**src/rtl/light_pkg.sv**
```systemverilog
// Shared types and constants for the light sequencer: state encoding,
// grant codes, per-sequence base light codes and the round-robin picker.
package light_pkg;

    typedef enum logic [1:0] {
        ST_IDLE = 2'b00,
        ST_RUN  = 2'b01,
        ST_GAP  = 2'b10
    } state_e;

    typedef enum logic [1:0] {
        GR_NONE = 2'b00,
        GR_A    = 2'b01,
        GR_B    = 2'b10,
        GR_C    = 2'b11
    } grant_e;

    localparam logic [3:0] BASE_A = 4'd1;
    localparam logic [3:0] BASE_B = 4'd4;
    localparam logic [3:0] BASE_C = 4'd7;

    localparam logic [1:0] SRC_A = 2'd0;
    localparam logic [1:0] SRC_B = 2'd1;
    localparam logic [1:0] SRC_C = 2'd2;

    typedef struct packed {
        logic       valid;
        logic [1:0] src;
    } pick_t;

    function automatic logic [3:0] base_code(input grant_e g);
        logic [3:0] b;
        case (g)
            GR_A:    b = BASE_A;
            GR_B:    b = BASE_B;
            GR_C:    b = BASE_C;
            default: b = 4'd0;
        endcase
        return b;
    endfunction

    function automatic grant_e grant_of(input logic [1:0] src);
        grant_e g;
        case (src)
            SRC_A:   g = GR_A;
            SRC_B:   g = GR_B;
            SRC_C:   g = GR_C;
            default: g = GR_NONE;
        endcase
        return g;
    endfunction

    function automatic logic [2:0] src_mask(input logic [1:0] src);
        logic [2:0] m;
        case (src)
            SRC_A:   m = 3'b001;
            SRC_B:   m = 3'b010;
            SRC_C:   m = 3'b100;
            default: m = 3'b000;
        endcase
        return m;
    endfunction

    // Scan sources starting just after the last grant; first eligible wins.
    function automatic pick_t rr_pick(input logic [2:0] elig, input logic [1:0] last);
        pick_t p;
        int    idx;
        p.valid = 1'b0;
        p.src   = SRC_A;
        for (int k = 1; k <= 3; k++) begin
            idx = (int'(last) + k) % 3;
            if (!p.valid && elig[idx]) begin
                p.valid = 1'b1;
                p.src   = idx[1:0];
            end else begin
                p = p;
            end
        end
        return p;
    endfunction

endpackage

```
**src/rtl/light_prescaler.sv**
```systemverilog
// Step prescaler: counts DIV cycles and pulses tick on the last one.
// clr holds the count at zero so each sequence starts on a full step.
module light_prescaler
    import light_pkg::*;
#(
    parameter int unsigned DIV = 4
) (
    input  logic clk,
    input  logic reset,
    input  logic clr,
    output logic tick
);

    localparam logic [7:0] LAST = 8'(DIV - 1);

    logic [7:0] cnt_r;

    assign tick = !clr && (cnt_r == LAST);

    // Cycle counter, wraps after LAST.
    always_ff @(posedge clk) begin
        if (!reset) begin
            cnt_r <= 8'd0;
        end else if (clr) begin
            cnt_r <= 8'd0;
        end else if (cnt_r == LAST) begin
            cnt_r <= 8'd0;
        end else begin
            cnt_r <= cnt_r + 8'd1;
        end
    end

endmodule

```
**src/rtl/light_sched.sv**
```systemverilog
// Round-robin light sequencer: serves requests A/B/C, each as three lit
// steps of DIV cycles followed by a DIV-cycle dark gap.
module light_sched
    import light_pkg::*;
#(
    parameter int unsigned DIV = 4
) (
    input  logic       clk,
    input  logic       reset,
    input  logic       req_a,
    input  logic       req_b,
    input  logic       req_c,
    input  logic       cancel,
    output logic [3:0] y,
    output logic [1:0] grant,
    output logic       busy,
    output logic [2:0] pend
);

    state_e     state_r, state_s;
    logic [1:0] step_r, step_s;
    logic [1:0] last_r, last_s;
    logic [3:0] y_r, y_s;
    grant_e     grant_r, grant_s;
    logic       busy_r, busy_s;
    logic [2:0] pend_r, pend_s;

    logic [2:0] req_s;
    pick_t      pick_s;
    logic       clr_s;
    logic       tick_s;

    assign req_s  = {req_c, req_b, req_a};
    assign pick_s = rr_pick(pend_r | req_s, last_r);
    assign clr_s  = (state_r != ST_RUN) && (state_r != ST_GAP);

    light_prescaler #(.DIV(DIV)) u_presc (
        .clk   (clk),
        .reset (reset),
        .clr   (clr_s),
        .tick  (tick_s)
    );

    // Next-state and next-output logic; outputs are computed one cycle ahead.
    always_comb begin
        state_s = state_r;
        step_s  = step_r;
        last_s  = last_r;
        y_s     = y_r;
        grant_s = grant_r;
        busy_s  = busy_r;
        pend_s  = pend_r | req_s;
        if (cancel) begin
            state_s = ST_IDLE;
            step_s  = 2'd0;
            pend_s  = 3'b000;
            y_s     = 4'd0;
            grant_s = GR_NONE;
            busy_s  = 1'b0;
        end else begin
            case (state_r)
                ST_IDLE: begin
                    if (pick_s.valid) begin
                        state_s = ST_RUN;
                        step_s  = 2'd0;
                        last_s  = pick_s.src;
                        grant_s = grant_of(pick_s.src);
                        y_s     = base_code(grant_of(pick_s.src));
                        busy_s  = 1'b1;
                        pend_s  = (pend_r | req_s) & ~src_mask(pick_s.src);
                    end else begin
                        state_s = ST_IDLE;
                        step_s  = 2'd0;
                        y_s     = 4'd0;
                        grant_s = GR_NONE;
                        busy_s  = 1'b0;
                    end
                end
                ST_RUN: begin
                    if (tick_s) begin
                        if (step_r == 2'd2) begin
                            state_s = ST_GAP;
                            step_s  = 2'd0;
                            y_s     = 4'd0;
                        end else begin
                            step_s  = step_r + 2'd1;
                            y_s     = base_code(grant_r) + {2'b00, step_r} + 4'd1;
                        end
                    end else begin
                        state_s = ST_RUN;
                    end
                end
                ST_GAP: begin
                    if (tick_s) begin
                        state_s = ST_IDLE;
                        y_s     = 4'd0;
                        grant_s = GR_NONE;
                        busy_s  = 1'b0;
                    end else begin
                        state_s = ST_GAP;
                    end
                end
                default: begin
                    state_s = ST_IDLE;
                    step_s  = 2'd0;
                    y_s     = 4'd0;
                    grant_s = GR_NONE;
                    busy_s  = 1'b0;
                end
            endcase
        end
    end

    // State and output registers; pointer resets to C so A wins first.
    always_ff @(posedge clk) begin
        if (!reset) begin
            state_r <= ST_IDLE;
            step_r  <= 2'd0;
            last_r  <= SRC_C;
            y_r     <= 4'd0;
            grant_r <= GR_NONE;
            busy_r  <= 1'b0;
            pend_r  <= 3'b000;
        end else begin
            state_r <= state_s;
            step_r  <= step_s;
            last_r  <= last_s;
            y_r     <= y_s;
            grant_r <= grant_s;
            busy_r  <= busy_s;
            pend_r  <= pend_s;
        end
    end

    assign y     = y_r;
    assign grant = grant_r;
    assign busy  = busy_r;
    assign pend  = pend_r;

endmodule

```
**config.mk**
```make
export PLATFORM = sky130hd
export DESIGN_NAME = light_sched
export DESIGN_NICKNAME = d
export VERILOG_FILES = /design/src/rtl/light_pkg.sv /design/src/rtl/light_prescaler.sv /design/src/rtl/light_sched.sv
export SDC_FILE = /design/constraint.sdc
export NUM_CORES = 1
export LEC_CHECK = 0
export BUFFER_PORTS_ARGS = -buffer_cell sky130_fd_sc_hd__buf_2
export CAP_MARGIN = 10
export CORE_MARGIN = 2
export CORE_UTILIZATION = 57
export DETAILED_ROUTE_END_ITERATION = 8
export GPL_ROUTABILITY_DRIVEN = 0
export PLACE_DENSITY = 0.78
export RECOVER_POWER = 25
export REMOVE_ABC_BUFFERS = 1
export SLEW_MARGIN = 20
export SYNTH_ARGS = -nofsm -noshare
export SYNTH_HDL_FRONTEND = slang
export SYNTH_HIERARCHICAL = 1
export SYNTH_SLANG_ARGS = --single-unit
```
**constraint.sdc**
```tcl
create_clock -name clk -period 3.05 [get_ports clk]
set_clock_uncertainty 0.15 [all_clocks]
set_input_delay 0.4575 -clock clk [delete_from_list [all_inputs] [get_ports clk]]
set_output_delay 0.4575 -clock clk [all_outputs]
set_load 0.05 [all_outputs]
```
==> Yosys cells after proc, flatten, opt, wreduce, memory -nomap -nowiden <==
Cells that the tools add are included.
Widths: inputs -> output; s select.
{ "op_classes": {"order_cmp": 3, "reduce_logical": 15, "mux": 47, "n_addsub": 7, "div_mod_pow": 3, "bitwise": 7, "eq_ne": 17} }
{ "ops": {"columns": ["operator", "count"], "rows": [
  ["$lt 32x4->1 const B", 3],
  ["$mod 32x3->32 const B", 3],
  ["$mux 4", 8],
  ["$pmux 3 s3", 3],
  ["$mux 3", 8],
  ["$mux 2", 10],
  ["$pmux 2 s3", 3],
  ["$eq 2x2->1 const B", 7],
  ["$pmux 4 s3", 1],
  ["$mux 1", 9],
  ["$add 8x1->8 const B", 1],
  ["$eq 2x1->1 const B", 4],
  ["$eq 8x2->1 const B", 1],
  ["$add 2x2->3 const B", 2],
  ["$bmux 1 s2", 3],
  ["$ne 2x2->1 const B", 3],
  ["$reduce_and 2->1", 3],
  ["$add 4x1->4 const B", 1],
  ["$add 4x2->4", 1],
  ["$logic_and 1x1->1", 4],
  ["$logic_not 2->1", 2],
  ["$not 1->1", 4],
  ["$pmux 2 s2", 1],
  ["$add 2x1->3 const B", 1],
  ["11 further kinds", 13]
]} }
{ "word_totals": {"input_bits": 6, "reg_bits": 24, "out_inout_bits": 10, "word_cells": 107} }

==> Depth between registers and ports, before layout <==
{ "depth": {"word_depth": 21, "mapped_depth": 11, "mapped_depth_nobuf": 11} }

==> By module <==
Netlist, hierarchy kept.
{ "modules_own_cells": {"columns": ["mod", "area_per_inst_um2", "cells_per_inst", "instances"], "rows": [
  ["light_sched", 1109.8, 131, 1],
  ["light_prescaler", 349.1, 40, 1]
]} }

==> Least setup slack after synthesis <==
No wires, ideal clock.
{ "synth_timing": {"kind": "register -> register", "from": "register pend_r[1], in the netlist pend[1]", "to": "register y_r[2], in the netlist y[2]", "stages_incl_launch_ff": 9, "period_less_slack_ns": 2.432, "setup_ns": 0.059, "arrival_time_ns": 2.223, "path_slack_ns": 0.618, "path_cell_list": "dfxtp_1 nor2_2 o221ai_1 nand2_1 a31oi_1 inv_1 ha_1 nor3_1 o221a_2"} }
{ "synth_rtl": {"columns": ["item", "line", "source"], "rows": [
  ["start: declaration", "light_sched.sv:26", "logic [2:0] pend_r, pend_s;"],
  ["start signal: assignment", "light_sched.sv:131", "pend_r <= pend_s;"],
  ["end signal: assignment", "light_sched.sv:128", "y_r <= y_s;"],
  ["end: declaration", "light_sched.sv:23", "logic [3:0] y_r, y_s;"]
]} }

==> Flow_metrics.wiki <==
{| class="wikitable"
! Metric !! Value
|-
| Run status || completed
|-
| Crit path launch type || flop
|-
| Root Buffer || clkbuf_4
|-
| Post-synthesis compound-gate area fraction || 24.2%
|-
| Area share of the largest cell type after synthesis || 32.9%
|-
| Number of global-route vias before repair || 1085
|-
| Worst Hold Depth || 2
|-
| Routed vias/inst || 5.77
|-
| Adder-cell share of the synthesized area || 14.2%
|-
| Final period utilization || 87.0%
|-
| Sw power || 0.000296 W
|-
| Post-detailed-placement half-perimeter wirelength || 2280 um
|-
| Fraction of synthesized cell area in xor and xnor cells || 2.40%
|-
| Vertical die dimension || 54.6 um
|-
| Hold bufs inserted after CTS || 0
|-
| Met2 usage in global routing || 39.3%
|-
| Clock insertion delay at the later pin of the skew report || 0.31 ns
|-
| Initial Utilization || 59.4%
|-
| Hold WC Path Type || input port to flop
|-
| Maximum number of pins on one net before global-route repair || 14
|-
| H-tree depth || 1
|-
| WP data required || 3.16 ns
|-
| Number of filler instances in the final layout || 226
|-
| Tmin final || 2.65 ns
|-
| Post-Layout Cell Count || 219
|-
| Layout Nets || 212
|-
| Cts bufs inserted || 3
|-
| Diode insertion count for antenna repair || 0
|-
| Met1 global-route usage || 24.7%
|-
| Drt wl/cell || 13.5 um
|-
| Proportion of synthesized chip area in sequential cells || 32.9%
|-
| IO Count || 16
|-
| Number of endpoints with negative hold slack in the final report || 0
|-
| Number of cells after detailed placement || 215
|-
| Top cells by area in the synthesized netlist || dfxtp_1, ha_1, inv_1
|-
| Pwr/cell area || 501 nW/um2
|-
| Largest family of logic cells by synthesized area || compound AO/OA/AOI/OAI gates
|-
| Post-Place Setup Slack || 0.425 ns
|-
| Final total negative setup slack || 0 ns
|-
| Total Wirelength || 2950 um
|-
| Global route total overflow || 0
|-
| Top flip-flop cell by instance count after synthesis || dfxtp_1
|-
| Mapped Cells || 171
|-
| Worst IR Drop VDD || 556 uV
|-
| Count of TritonRoute iterations in the first routing pass || 4
|-
| GR Util met3 || 6.01%
|-
| Transition at the pin with the smallest max-transition slack || 0.592 ns
|-
| Maximum clock rate || 377 MHz
|-
| Number of input and output port buffers inserted || 15
|-
| Total of flip-flops plus latches after synthesis || 24
|-
| Library cells used by synthesis || 43
|-
| Core footprint || 2450 um2
|-
| Number of sinks handled by clock tree synthesis || 24
|-
| Fraction of layout instances using a drive strength above 1 || 13.2%
|-
| Setup fix buffers added after clock tree synthesis || 0
|-
| Layout-stage area growth over the synthesis result || 9.52%
|-
| Clock transition at path regs || 0.12 ns
|-
| Die Area || 2980 um2
|-
| Count of vias placed by the detailed router || 1264
|-
| Final setup violating endpoints || 0
|-
| Total count of max-transition violations in the final report || 0
|-
| Proportion of synthesized flip-flops having asynchronous set or reset || 0%
|-
| Post-route setup slack || 0.395 ns
|-
| Element type at the critical path end || flop
|-
| MaxCap Viol Count || 0
|-
| Busiest grt layer || met2
|-
| Combinational group share of total power || 35.7%
|-
| Sequential share of power || 43.9%
|-
| Slew Limit Headroom || 60.7%
|-
| Post-Route Utilization || 65.1%
|-
| Post-synthesis instance area || 1460 um2
|-
| Static Leak || 0.629 nW
|-
| RSZ-0062 raised after global routing || false
|-
| Cell type with the highest aggregate area in the netlist || dfxtp_1
|-
| Maximum net fanout on the critical path || 6
|-
| DRT antenna net count || 0
|-
| Syn. warnings || 6
|-
| Antenna violations before repair || 0
|-
| Total global routing track utilization || 21.4%
|-
| Syn Area/Cell || 8.53 um2
|-
| Number of gates resized after cts || 0
|-
| Number of cells traversed by the worst register-to-register path || 9
|-
| Standard-cell row count || 18
|-
| Number of DRC markers after the initial detailed-route iteration || 24
|-
| Int Pwr || 0.000505 W
|-
| Horizontal extent of the die || 54.6 um
|-
| Worst setup path category || flop to flop
|-
| Wire length of the first global-routing pass || 4630 um
|-
| Critical Path AT || 2.77 ns
|-
| Synth Area in Simple Gates || 20.8%
|-
| Maximum root-to-sink buffer count || 2
|-
| Switching share of total power || 37.0%
|-
| Relative contribution of the clock network to total power || 20.4%
|-
| Count of flip-flops with a built-in enable after synthesis || 0
|-
| Multiplexer area fraction after synthesis || 0%
|-
| Clock tree from TritonCTS || built
|-
| Number of remaining DRC errors || 0
|}
## cells in the final DEF, fill, tap and decap left out, types with 5 or more instances in the layout
| master | synthesis | routed |
|---|---|---|
| ha_1 | 15 | 15 |
| buf_2 | 0 | 7 |
| nand2_1 | 13 | 13 |
| o21ai_0 | 12 | 12 |
| nor3_1 | 5 | 5 |
| inv_1 | 19 | 19 |
| clkbuf_1 | 2 | 8 |
| dfxtp_1 | 24 | 24 |
| a21oi_1 | 13 | 13 |
| nor2_1 | 11 | 11 |
## logic make-up after synthesis
family / after synthesis
AO/OA/AOI/OAI: 51
XOR/XNOR: 4
adder cells (fa/ha/maj): 16
buffers and inverters: 21
flip-flops: 24
AND/OR/NAND/NOR: 55
## stage by stage
step / hold WS [ns] / power, W / instance area, um2
after CTS: 0.222 / 0.000810 / 1610
after global placement: 0.302 / 0.000633 / 1570
after detailed placement: 0.309 / 0.000644 / 1570
final: 0.229 / 0.000801 / 1600
after floorplan: 0.291 / 0.000576 / 1450
after global routing: 0.212 / 0.000852 / 1600
## final cells by class
class | count | area [um2] | area share, %
sequential | 24 | 480 | 30.1
multi-input combinational | 126 | 900 | 56.3
clock buffer | 4 | 36.3 | 2.27
timing repair buffer | 16 | 72.6 | 4.54
tap | 30 | 37.5 | 2.35
inverter | 19 | 71.3 | 4.46
## state kept, by name (all words and copies together), names as in the netlist
name,count
step_r,2
busy,1
pend,3
u_presc/cnt_r,8
grant,2
state_r,2
last_r,2
y,4
## power groups by stage
stage               registers, W  logic, W  clock network (W)
floorplan               0.000400  0.000176                  0
global placement        0.000357  0.000276                  0
detailed placement      0.000358  0.000286                  0
CTS                     0.000351  0.000289           0.000171
global route            0.000354  0.000315           0.000183
finish                  0.000351  0.000286           0.000164
## cells in the mapped netlist, types with 3 or more instances
master	count
o21ai_0	12
nor3b_1	3
a211oi_1	3
nand3_1	4
or3_1	3
nand2b_1	3
dfxtp_1	24
a21oi_1	13
o221ai_1	3
nor3_1	5
nand2_1	13
nor2_1	11
inv_1	19
nor2_2	3
ha_1	15
## critical path: stages (launching register included)
cell      delay, ns
dfxtp_1        0.38
inv_1          0.09
ha_1           0.27
o221ai_1       0.37
nand2_1        0.14
a31oi_1        0.36
inv_1          0.12
ha_1           0.30
nor3_1         0.21
o221a_2        0.21
## path summary, 6_finish.rpt
kind	startpoint	to	slack [ns]
max	last_r[0]	y[2]	0.40
min	reset	last_r[1]	0.23
max reg2reg	last_r[0]	y[2]	0.40
min reg2reg	busy	busy	0.33
## layer usage
layer | wire length [um] | vias to the layer above
met4 | 20 | 0
met1 | 1360 | 585
li1 | - | 650
met3 | 140 | 4
met5 | 0 | -
met2 | 1430 | 25
No activity file was read; power rests on OpenSTA's default activity.
